**src/rtl/reg_port_ctrl_pkg.sv**
```systemverilog
// reg_port_ctrl_pkg: sizes, FSM encoding and helpers shared by
// the register-port controller, its scoreboard and its interface.
package reg_port_ctrl_pkg;

  localparam int DW   = 32;
  localparam int AW   = 5;
  localparam int NREG = 1 << AW;

  localparam logic [AW-1:0] ZERO_REG = '0;

  typedef enum logic [1:0] {
    IDLE = 2'd0,
    READ = 2'd1,
    HOLD = 2'd2
  } state_t;

  function automatic logic [NREG-1:0] dec(
    input logic          en,
    input logic [AW-1:0] a
  );
    logic [NREG-1:0] v;
    v = '0;
    if (en) v[a] = 1'b1;
    return v;
  endfunction

endpackage

```
**src/rtl/reg_port_ctrl_if.sv**
```systemverilog
// reg_port_ctrl_if: fetch request, operand, writeback and bank
// port signals of the register-port controller.
interface reg_port_ctrl_if;
  import reg_port_ctrl_pkg::*;

  logic          rq_valid;
  logic          rq_ready;
  logic [AW-1:0] rq_rs;
  logic [AW-1:0] rq_rt;
  logic [AW-1:0] rq_rd;
  logic          rq_wb;

  logic          op_valid;
  logic          op_ready;
  logic [DW-1:0] op_a;
  logic [DW-1:0] op_b;
  logic [AW-1:0] op_rd;

  logic          wb_valid;
  logic [AW-1:0] wb_dir;
  logic [DW-1:0] wb_data;

  logic [AW-1:0] dir_a;
  logic [AW-1:0] dir_b;
  logic          reg_rd;
  logic [AW-1:0] dir_wra;
  logic [DW-1:0] di;
  logic          reg_wr;
  logic [DW-1:0] doa;
  logic [DW-1:0] dob;

  modport slave (
    input  rq_valid, rq_rs, rq_rt, rq_rd, rq_wb,
    input  op_ready, wb_valid, wb_dir, wb_data,
    input  doa, dob,
    output rq_ready, op_valid, op_a, op_b, op_rd,
    output dir_a, dir_b, reg_rd, dir_wra, di, reg_wr
  );

  modport master (
    output rq_valid, rq_rs, rq_rt, rq_rd, rq_wb,
    output op_ready, wb_valid, wb_dir, wb_data,
    output doa, dob,
    input  rq_ready, op_valid, op_a, op_b, op_rd,
    input  dir_a, dir_b, reg_rd, dir_wra, di, reg_wr
  );

endinterface

```
**src/rtl/reg_scoreboard.sv**
```systemverilog
// reg_scoreboard: write-in-flight bit per register and fetch hazard.
// Build option WB_BYPASS_EN: a bit clearing on this edge reads as free.
module reg_scoreboard
  import reg_port_ctrl_pkg::*;
(
  input  logic          clk,
  input  logic          rst_n,
  input  logic          i_set_en,
  input  logic [AW-1:0] i_set_addr,
  input  logic          i_clr_en,
  input  logic [AW-1:0] i_clr_addr,
`ifdef WB_BYPASS_EN
  input  logic          i_byp_en,
`endif
  input  logic [AW-1:0] i_rs,
  input  logic [AW-1:0] i_rt,
  input  logic [AW-1:0] i_rd,
  input  logic          i_rd_wb,
  output logic          o_hazard
);

  logic [NREG-1:0] r_busy;
  logic [NREG-1:0] w_set;
  logic [NREG-1:0] w_clr;
  logic [NREG-1:0] w_view;

  assign w_set = dec(i_set_en, i_set_addr);
  assign w_clr = dec(i_clr_en, i_clr_addr);

`ifdef WB_BYPASS_EN
  assign w_view = r_busy & ~(i_byp_en ? w_clr : '0);
`else
  assign w_view = r_busy;
`endif

  assign o_hazard = w_view[i_rs] | w_view[i_rt]
                  | (i_rd_wb & w_view[i_rd]);

  // clear beats set; bit 0 is pinned free
  always_ff @(posedge clk or negedge rst_n) begin
    if (!rst_n) r_busy <= '0;
    else        r_busy <= ((r_busy | w_set) & ~w_clr)
                        & {{(NREG-1){1'b1}}, 1'b0};
  end

endmodule

```
**src/rtl/reg_port_ctrl.sv**
```systemverilog
// reg_port_ctrl: operand-fetch controller for a 32x32 register bank.
// Build option WB_BYPASS_EN: landing writeback releases stalls a cycle early.
module reg_port_ctrl
  import reg_port_ctrl_pkg::*;
(
  input  logic           clk,
  input  logic           rst_n,
  reg_port_ctrl_if.slave bus
);

  state_t        r_state;
  state_t        w_next;
  logic          w_hazard;
  logic          w_ready;
  logic          w_accept;
  logic          w_cap;
  logic          w_drop;
  logic          w_set;
  logic          w_wb;

  logic [AW-1:0] r_dir_a;
  logic [AW-1:0] r_dir_b;
  logic [AW-1:0] r_op_rd;
  logic [AW-1:0] r_dir_wra;
  logic [DW-1:0] r_op_a;
  logic [DW-1:0] r_op_b;
  logic [DW-1:0] r_di;
  logic          r_reg_rd;
  logic          r_op_valid;
  logic          r_reg_wr;

  always_comb begin
    w_next  = r_state;
    w_ready = 1'b0;
    w_cap   = 1'b0;
    w_drop  = 1'b0;
    unique case (r_state)
      IDLE: w_ready = !w_hazard;
      READ: begin
        w_cap  = 1'b1;
        w_next = HOLD;
      end
      HOLD: if (bus.op_ready) begin
        w_drop  = 1'b1;
        w_ready = !w_hazard;
        w_next  = IDLE;
      end
      default: w_next = IDLE;
    endcase
    w_accept = w_ready & bus.rq_valid;
    if (w_accept) w_next = READ;
  end

  always_ff @(posedge clk or negedge rst_n) begin
    if (!rst_n) r_state <= IDLE;
    else        r_state <= w_next;
  end

  assign w_set = w_accept & bus.rq_wb
               & (bus.rq_rd != ZERO_REG);
  assign w_wb  = bus.wb_valid
               & (bus.wb_dir != ZERO_REG);

  reg_scoreboard u_sb (
    .clk        (clk),
    .rst_n      (rst_n),
    .i_set_en   (w_set),
    .i_set_addr (bus.rq_rd),
    .i_clr_en   (r_reg_wr),
    .i_clr_addr (r_dir_wra),
`ifdef WB_BYPASS_EN
    .i_byp_en   (r_reg_wr),
`endif
    .i_rs       (bus.rq_rs),
    .i_rt       (bus.rq_rt),
    .i_rd       (bus.rq_rd),
    .i_rd_wb    (bus.rq_wb),
    .o_hazard   (w_hazard)
  );

  // bank data is valid here: it was sampled on the negedge
  always_ff @(posedge clk or negedge rst_n) begin
    if (!rst_n) begin
      r_dir_a    <= '0;
      r_dir_b    <= '0;
      r_op_rd    <= '0;
      r_reg_rd   <= 1'b0;
      r_op_a     <= '0;
      r_op_b     <= '0;
      r_op_valid <= 1'b0;
    end else begin
      if (w_accept) begin
        r_dir_a  <= bus.rq_rs;
        r_dir_b  <= bus.rq_rt;
        r_op_rd  <= bus.rq_rd;
        r_reg_rd <= 1'b1;
      end else if (w_cap) begin
        r_reg_rd <= 1'b0;
      end
      if (w_cap) begin
        r_op_a     <= (r_dir_a == ZERO_REG) ? '0 : bus.doa;
        r_op_b     <= (r_dir_b == ZERO_REG) ? '0 : bus.dob;
        r_op_valid <= 1'b1;
      end else if (w_drop) begin
        r_op_valid <= 1'b0;
      end
    end
  end

  always_ff @(posedge clk or negedge rst_n) begin
    if (!rst_n) begin
      r_reg_wr  <= 1'b0;
      r_dir_wra <= '0;
      r_di      <= '0;
    end else begin
      r_reg_wr <= w_wb;
      if (w_wb) begin
        r_dir_wra <= bus.wb_dir;
        r_di      <= bus.wb_data;
      end
    end
  end

  assign bus.rq_ready = w_ready & rst_n;
  assign bus.op_valid = r_op_valid;
  assign bus.op_a     = r_op_a;
  assign bus.op_b     = r_op_b;
  assign bus.op_rd    = r_op_rd;
  assign bus.dir_a    = r_dir_a;
  assign bus.dir_b    = r_dir_b;
  assign bus.reg_rd   = r_reg_rd;
  assign bus.dir_wra  = r_dir_wra;
  assign bus.di       = r_di;
  assign bus.reg_wr   = r_reg_wr;

endmodule

```
**src/flat_wrapper.sv**
```systemverilog
// flat-port wrapper written by rule: the top's interface ports become plain ports
module reg_port_ctrl_flat import reg_port_ctrl_pkg::*;
  (clk, rst_n, bus_rq_valid, bus_rq_rs, bus_rq_rt, bus_rq_rd, bus_rq_wb, bus_op_ready, bus_wb_valid, bus_wb_dir, bus_wb_data, bus_doa, bus_dob, bus_rq_ready, bus_op_valid, bus_op_a, bus_op_b, bus_op_rd, bus_dir_a, bus_dir_b, bus_reg_rd, bus_dir_wra, bus_di, bus_reg_wr);
  reg_port_ctrl_if bus_i ();
  input  logic clk;
  input  logic rst_n;
  input wire logic [$bits(bus_i.rq_valid)-1:0] bus_rq_valid;
  input wire logic [$bits(bus_i.rq_rs)-1:0] bus_rq_rs;
  input wire logic [$bits(bus_i.rq_rt)-1:0] bus_rq_rt;
  input wire logic [$bits(bus_i.rq_rd)-1:0] bus_rq_rd;
  input wire logic [$bits(bus_i.rq_wb)-1:0] bus_rq_wb;
  input wire logic [$bits(bus_i.op_ready)-1:0] bus_op_ready;
  input wire logic [$bits(bus_i.wb_valid)-1:0] bus_wb_valid;
  input wire logic [$bits(bus_i.wb_dir)-1:0] bus_wb_dir;
  input wire logic [$bits(bus_i.wb_data)-1:0] bus_wb_data;
  input wire logic [$bits(bus_i.doa)-1:0] bus_doa;
  input wire logic [$bits(bus_i.dob)-1:0] bus_dob;
  output wire logic [$bits(bus_i.rq_ready)-1:0] bus_rq_ready;
  output wire logic [$bits(bus_i.op_valid)-1:0] bus_op_valid;
  output wire logic [$bits(bus_i.op_a)-1:0] bus_op_a;
  output wire logic [$bits(bus_i.op_b)-1:0] bus_op_b;
  output wire logic [$bits(bus_i.op_rd)-1:0] bus_op_rd;
  output wire logic [$bits(bus_i.dir_a)-1:0] bus_dir_a;
  output wire logic [$bits(bus_i.dir_b)-1:0] bus_dir_b;
  output wire logic [$bits(bus_i.reg_rd)-1:0] bus_reg_rd;
  output wire logic [$bits(bus_i.dir_wra)-1:0] bus_dir_wra;
  output wire logic [$bits(bus_i.di)-1:0] bus_di;
  output wire logic [$bits(bus_i.reg_wr)-1:0] bus_reg_wr;
  assign bus_i.rq_valid = bus_rq_valid;
  assign bus_i.rq_rs = bus_rq_rs;
  assign bus_i.rq_rt = bus_rq_rt;
  assign bus_i.rq_rd = bus_rq_rd;
  assign bus_i.rq_wb = bus_rq_wb;
  assign bus_i.op_ready = bus_op_ready;
  assign bus_i.wb_valid = bus_wb_valid;
  assign bus_i.wb_dir = bus_wb_dir;
  assign bus_i.wb_data = bus_wb_data;
  assign bus_i.doa = bus_doa;
  assign bus_i.dob = bus_dob;
  assign bus_rq_ready = bus_i.rq_ready;
  assign bus_op_valid = bus_i.op_valid;
  assign bus_op_a = bus_i.op_a;
  assign bus_op_b = bus_i.op_b;
  assign bus_op_rd = bus_i.op_rd;
  assign bus_dir_a = bus_i.dir_a;
  assign bus_dir_b = bus_i.dir_b;
  assign bus_reg_rd = bus_i.reg_rd;
  assign bus_dir_wra = bus_i.dir_wra;
  assign bus_di = bus_i.di;
  assign bus_reg_wr = bus_i.reg_wr;
  reg_port_ctrl u_core (.clk(clk), .rst_n(rst_n), .bus(bus_i));
endmodule
```
**config.mk**
```make
export PLATFORM = sky130hd
export DESIGN_NAME = reg_port_ctrl_flat
export DESIGN_NICKNAME = d
export VERILOG_FILES = /design/src/rtl/reg_port_ctrl_pkg.sv /design/src/rtl/reg_port_ctrl_if.sv /design/src/rtl/reg_scoreboard.sv /design/src/rtl/reg_port_ctrl.sv /design/src/flat_wrapper.sv
export SDC_FILE = /design/constraint.sdc
export NUM_CORES = 1
export LEC_CHECK = 0
export CORE_ASPECT_RATIO = 0.8
export CORE_MARGIN = 4
export CORE_UTILIZATION = 40
export CTS_CLUSTER_SIZE = 30
export DETAILED_ROUTE_END_ITERATION = 7
export DONT_BUFFER_PORTS = 1
export PLACE_DENSITY = 0.67
export SYNTH_ARGS = -nofsm -noshare
export SYNTH_HDL_FRONTEND = slang
export SYNTH_SLANG_ARGS = --single-unit
```
**constraint.sdc**
```tcl
create_clock -name clk -period 2.55 [get_ports clk]
set_clock_uncertainty 0.15 [all_clocks]
set_input_delay 0.255 -clock clk [delete_from_list [all_inputs] [get_ports clk]]
set_output_delay 0.255 -clock clk [all_outputs]
set_load 0.005 [all_outputs]
```
==> report_table.html <==
<table>
<tr><th>Metric</th><th>Value</th></tr>
<tr><th colspan="2">Place</th></tr>
<tr><td>Final HPWL from detailed placement</td><td>13100 µm</td></tr>
<tr><td>Port Buf Inserts</td><td>0</td></tr>
<tr><td>Pre-CTS setup slack</td><td>-88.4 ps</td></tr>
<tr><td>Global placer's final weighted congestion</td><td>0.962</td></tr>
<tr><th colspan="2">Yosys</th></tr>
<tr><td>Synth top area share</td><td>56.1%</td></tr>
<tr><td>Syn avg cell area</td><td>11.0 µm²</td></tr>
<tr><td>Cell types with the largest area share after synthesis</td><td>dfrtp_1 (56%), a22o_1 (8.3%), nand2_1 (7.1%)</td></tr>
<tr><td>Sequential area share after synthesis</td><td>56.1%</td></tr>
<tr><td>Synthesized net count</td><td>741</td></tr>
<tr><td>Synthesis Warnings</td><td>0</td></tr>
<tr><td>Post-synthesis sequential element count</td><td>152</td></tr>
<tr><td>Primary flip-flop cell chosen by synthesis mapping</td><td>dfrtp_1</td></tr>
<tr><td>Post-synthesis cell type with the largest combined area</td><td>dfrtp_1</td></tr>
<tr><td>Distinct cells, synth</td><td>50</td></tr>
<tr><td>Count of flip-flops with a built-in enable after synthesis</td><td>0</td></tr>
<tr><td>Async S/R FF share, synth</td><td>100%</td></tr>
<tr><td>Post-Synthesis Cell Area</td><td>6780 µm²</td></tr>
<tr><td>Synthesized instance count</td><td>619</td></tr>
<tr><th colspan="2">Critical path</th></tr>
<tr><td>Element type at the critical path end</td><td>output port</td></tr>
<tr><td>Required @ worst endpoint</td><td>2140 ps</td></tr>
<tr><td>Worst flop-to-flop path endpoint</td><td>u_core.bus.op_rd[3]$_DFFE_PN0N_</td></tr>
<tr><td>FF-to-FF setup slack</td><td>-40 ps</td></tr>
<tr><td>Worst flop-to-flop path startpoint</td><td>u_core.u_sb.r_busy[3]$_DFF_PN0_</td></tr>
<tr><td>Critical path's slowest cell</td><td>mux4_2</td></tr>
<tr><td>Length in cells of the worst reg-to-reg path</td><td>8</td></tr>
<tr><td>Max FO, Critical Path</td><td>2</td></tr>
<tr><td>Crit path cell chain</td><td>buf_6, mux4_2, nand2_2, o311ai_4, a211oi_2, buf_4, buf_6, o21ai_2, nor2_2</td></tr>
<tr><td>Data arrival time of the critical path</td><td>2260 ps</td></tr>
<tr><td>Worst setup path class</td><td>reg2out</td></tr>
<tr><td>Worst setup SP type</td><td>register</td></tr>
<tr><td>Peak per-stage delay on the critical path</td><td>460 ps</td></tr>
<tr><td>Dominant cell type by count on the critical path</td><td>buf_6</td></tr>
<tr><th colspan="2">Global routing</th></tr>
<tr><td>Global-route usage over all layers</td><td>22.2%</td></tr>
<tr><td>Pin count of the biggest net entering global routing</td><td>154</td></tr>
<tr><td>Total congestion overflow</td><td>0</td></tr>
<tr><td>Number of antenna violations at the first check in global routing</td><td>1</td></tr>
<tr><td>Global-route wire length before repair</td><td>33700 µm</td></tr>
<tr><td>Number of global-route vias before repair</td><td>6021</td></tr>
<tr><th colspan="2">Final layout</th></tr>
<tr><td>Filler instances</td><td>1343</td></tr>
<tr><td>Fraction of final layout cells with drive strength greater than 1</td><td>20.6%</td></tr>
<tr><td>Number of nets in the layout</td><td>889</td></tr>
<tr><td>Layout-stage area growth over the synthesis result</td><td>37.3%</td></tr>
<tr><th colspan="2">STA</th></tr>
<tr><td>Final Setup Violations</td><td>16</td></tr>
<tr><td>Final number of hold-violating endpoints</td><td>152</td></tr>
<tr><td>RSZ-0062 raised after global routing</td><td>yes</td></tr>
<tr><td>Accumulated negative setup slack</td><td>-510 ps</td></tr>
<tr><td>Post-layout minimum cycle time</td><td>2660 ps</td></tr>
<tr><td>Smallest setup slack after layout</td><td>-114 ps</td></tr>
<tr><td>Worst rel slew slack</td><td>38.1%</td></tr>
<tr><td>Post-route worst hold slack</td><td>-628 ps</td></tr>
<tr><td>Count of pins over their slew limit</td><td>0</td></tr>
<tr><td>Period utilization</td><td>104%</td></tr>
<tr><td>Measured slew at the worst slew-check pin</td><td>927 ps</td></tr>
<tr><td>Fmax achieved</td><td>375 MHz</td></tr>
<tr><th colspan="2">Routing</th></tr>
<tr><td>Number of remaining DRC errors</td><td>0</td></tr>
<tr><td>Wirelength, routed</td><td>21900 µm</td></tr>
<tr><td>Number of vias after detailed routing</td><td>5786</td></tr>
<tr><td>Violation count after the first detailed-routing iteration</td><td>572</td></tr>
<tr><td>Routed via count divided by cell count</td><td>5.78</td></tr>
<tr><td>Initial DRT Pass Iterations</td><td>5</td></tr>
<tr><td>Average wire per standard cell</td><td>21.9 µm</td></tr>
<tr><td>Antenna Violating Nets Remaining</td><td>0</td></tr>
<tr><th colspan="2">CTS</th></tr>
<tr><td>Clock-pin slew reported for the worst setup and hold paths after clock tree synthesis</td><td>70 ps</td></tr>
<tr><td>Clock Tree Root</td><td>clkbuf_16</td></tr>
<tr><td>Clock buffer count from CTS</td><td>17</td></tr>
<tr><td>Clock latency at the later pin of the worst-skew pair</td><td>420 ps</td></tr>
<tr><td>TritonCTS Sinks</td><td>152</td></tr>
<tr><td>Number of H-tree levels</td><td>4</td></tr>
<tr><td>Hold-fix buffers, CTS</td><td>122</td></tr>
<tr><td>Maximum clock insertion buffer count</td><td>2</td></tr>
<tr><td>TritonCTS clock tree</td><td>yes</td></tr>
<tr><th colspan="2">Floorplan</th></tr>
<tr><td>Initial core utilization</td><td>40.9%</td></tr>
<tr><td>Number of top-level pins</td><td>242</td></tr>
<tr><td>Total core area</td><td>16600 µm²</td></tr>
<tr><td>Die Area</td><td>19100 µm²</td></tr>
<tr><td>FP Rows</td><td>42</td></tr>
<tr><td>Die width</td><td>154 µm</td></tr>
<tr><td>Die Y-Extent</td><td>124 µm</td></tr>
<tr><th colspan="2">Flow run</th></tr>
<tr><td>Max-Cap Viols</td><td>0</td></tr>
<tr><th colspan="2">Power</th></tr>
<tr><td>Worst-case vdd ir drop</td><td>0.000476 V</td></tr>
<tr><td>Static power due to leakage</td><td>0.00407 µW</td></tr>
<tr><td>Power per standard cell area</td><td>789 nW/µm²</td></tr>
<tr><th colspan="2">Status</th></tr>
<tr><td>Violations in the final reports</td><td>hold timing, setup timing</td></tr>
<tr><td>Result of the run</td><td>finished, violations left</td></tr>
<tr><th colspan="2">Min path</th></tr>
<tr><td>Hold Path Class</td><td>in2async</td></tr>
</table>
## kinds of logic after synthesis
family                 Yosys count  synth area share, %
DFF                            152                 56.1
buffers and inverters           78                 5.16
AOI/OAI and AO/OA              164                 17.4
muxes                           41                 9.15
and+or+nand+nor                184                 12.2
## sequential cells by signal (all words and copies together), names as in the netlist
| signal | count |
|---|---|
| u_core.bus.di | 32 |
| u_core.bus.op_a | 32 |
| u_core.bus.op_b | 32 |
| u_core.u_sb.r_busy | 31 |
| u_core.bus.dir_a | 5 |
| u_core.bus.dir_b | 5 |
| u_core.bus.dir_wra | 5 |
| u_core.bus.op_rd | 5 |
| u_core.r_state | 2 |
| u_core.bus.op_valid | 1 |
| u_core.bus.reg_rd | 1 |
| u_core.bus.reg_wr | 1 |
## where the power goes
group / internal [µW] / switching (µW)
Combinational: 761 / 486
Clock: 1300 / 1100
Sequential: 3060 / 653
## metrics by stage
step                total power [µW]  util (%)  instance area, µm²  instances
CTS                             7330      54.9                9120       1002
global placement                4680      43.2                7170        838
finish                          7360      56.1                9320       1001
detailed placement              4730      43.2                7170        838
floorplan                       4370         -                6780        619
global route                    7660      56.1                9320       1001
## how the worst max path moves through the flow
stage	from	endpoint	slack (ps)	cells past startpoint
2_1_floorplan	bus_rq_rt[0]	u_core.bus.dir_b[0]$_DFFE_PN0N_	4	10
3_3_place_gp	u_core.u_sb.r_busy[5]$_DFF_PN0_	u_core.bus.dir_b[3]$_DFFE_PN0N_	-50	9
3_5_place_dp	u_core.u_sb.r_busy[21]$_DFF_PN0_	u_core.bus.dir_a[2]$_DFFE_PN0N_	-90	9
4_1_cts	u_core.u_sb.r_busy[7]$_DFF_PN0_	bus_rq_ready	-90	9
5_1_grt	u_core.u_sb.r_busy[6]$_DFF_PN0_	bus_rq_ready	-240	9
6_report	u_core.u_sb.r_busy[7]$_DFF_PN0_	bus_rq_ready	-110	9
## cells in the mapped netlist, drive strengths merged, types with 7 or more instances
cell / number
dfrtp: 152
nand2: 128
a22o: 64
a21oi: 39
inv: 38
o22ai: 33
clkbuf: 27
mux2: 19
buf: 13
mux2i: 11
mux4: 11
nor2: 11
nand3b: 7
o21ai: 7
## layout make-up
type	instances	area, µm²	area share [%]
timing repair buffer	169	1640	17.6
inverter	38	143	1.53
multi-input combinational	389	2890	31.0
sequential	152	3800	40.8
antenna	1	2.50	0.0269
clock inverter	14	136	1.46
tap	220	275	2.95
clock buffer	18	429	4.61
## layout by cell type, fill, tap and decap left out, types with 3 or more instances in the layout
master	count
dfrtp_1	152
nand2_1	127
dlygate4sd3_1	122
a22o_1	64
inv_1	37
buf_4	33
o22ai_1	32
a21oi_2	30
clkbuf_16	17
mux2_4	15
buf_6	12
mux2i_1	11
mux4_2	9
nor2_1	9
nand3b_1	7
a21oi_1	6
nor3_1	5
nor3b_1	5
o21ai_0	5
nand3_1	5
mux2_2	4
nand4_1	4
inv_6	4
clkinv_4	4
inv_8	4
nor2b_1	3
o2111ai_1	3
or3b_2	3
a21oi_4	3
## routing by layer
layer	share of wire, %	track usage (%)
met4	2.7	9.45
met2	49	36.1
met3	9.8	7.09
met1	39	27.3
met5	0	0
## critical path: cells and delay by family, from the launching register on
kind | cells | cell delay, ps
compound gates | 3 | 370
buf+inv | 3 | 380
flops | 1 | 390
mux | 1 | 460
simple gates | 2 | 240
## repair_timing
action,4_1_cts,5_1_grt
endpoints found under the hold margin,277,152
pin swaps,7,35
buffers inserted,10,0
setup endpoints to repair,16,48
resized for setup,28,51
(Power assumes the default switching activity.)
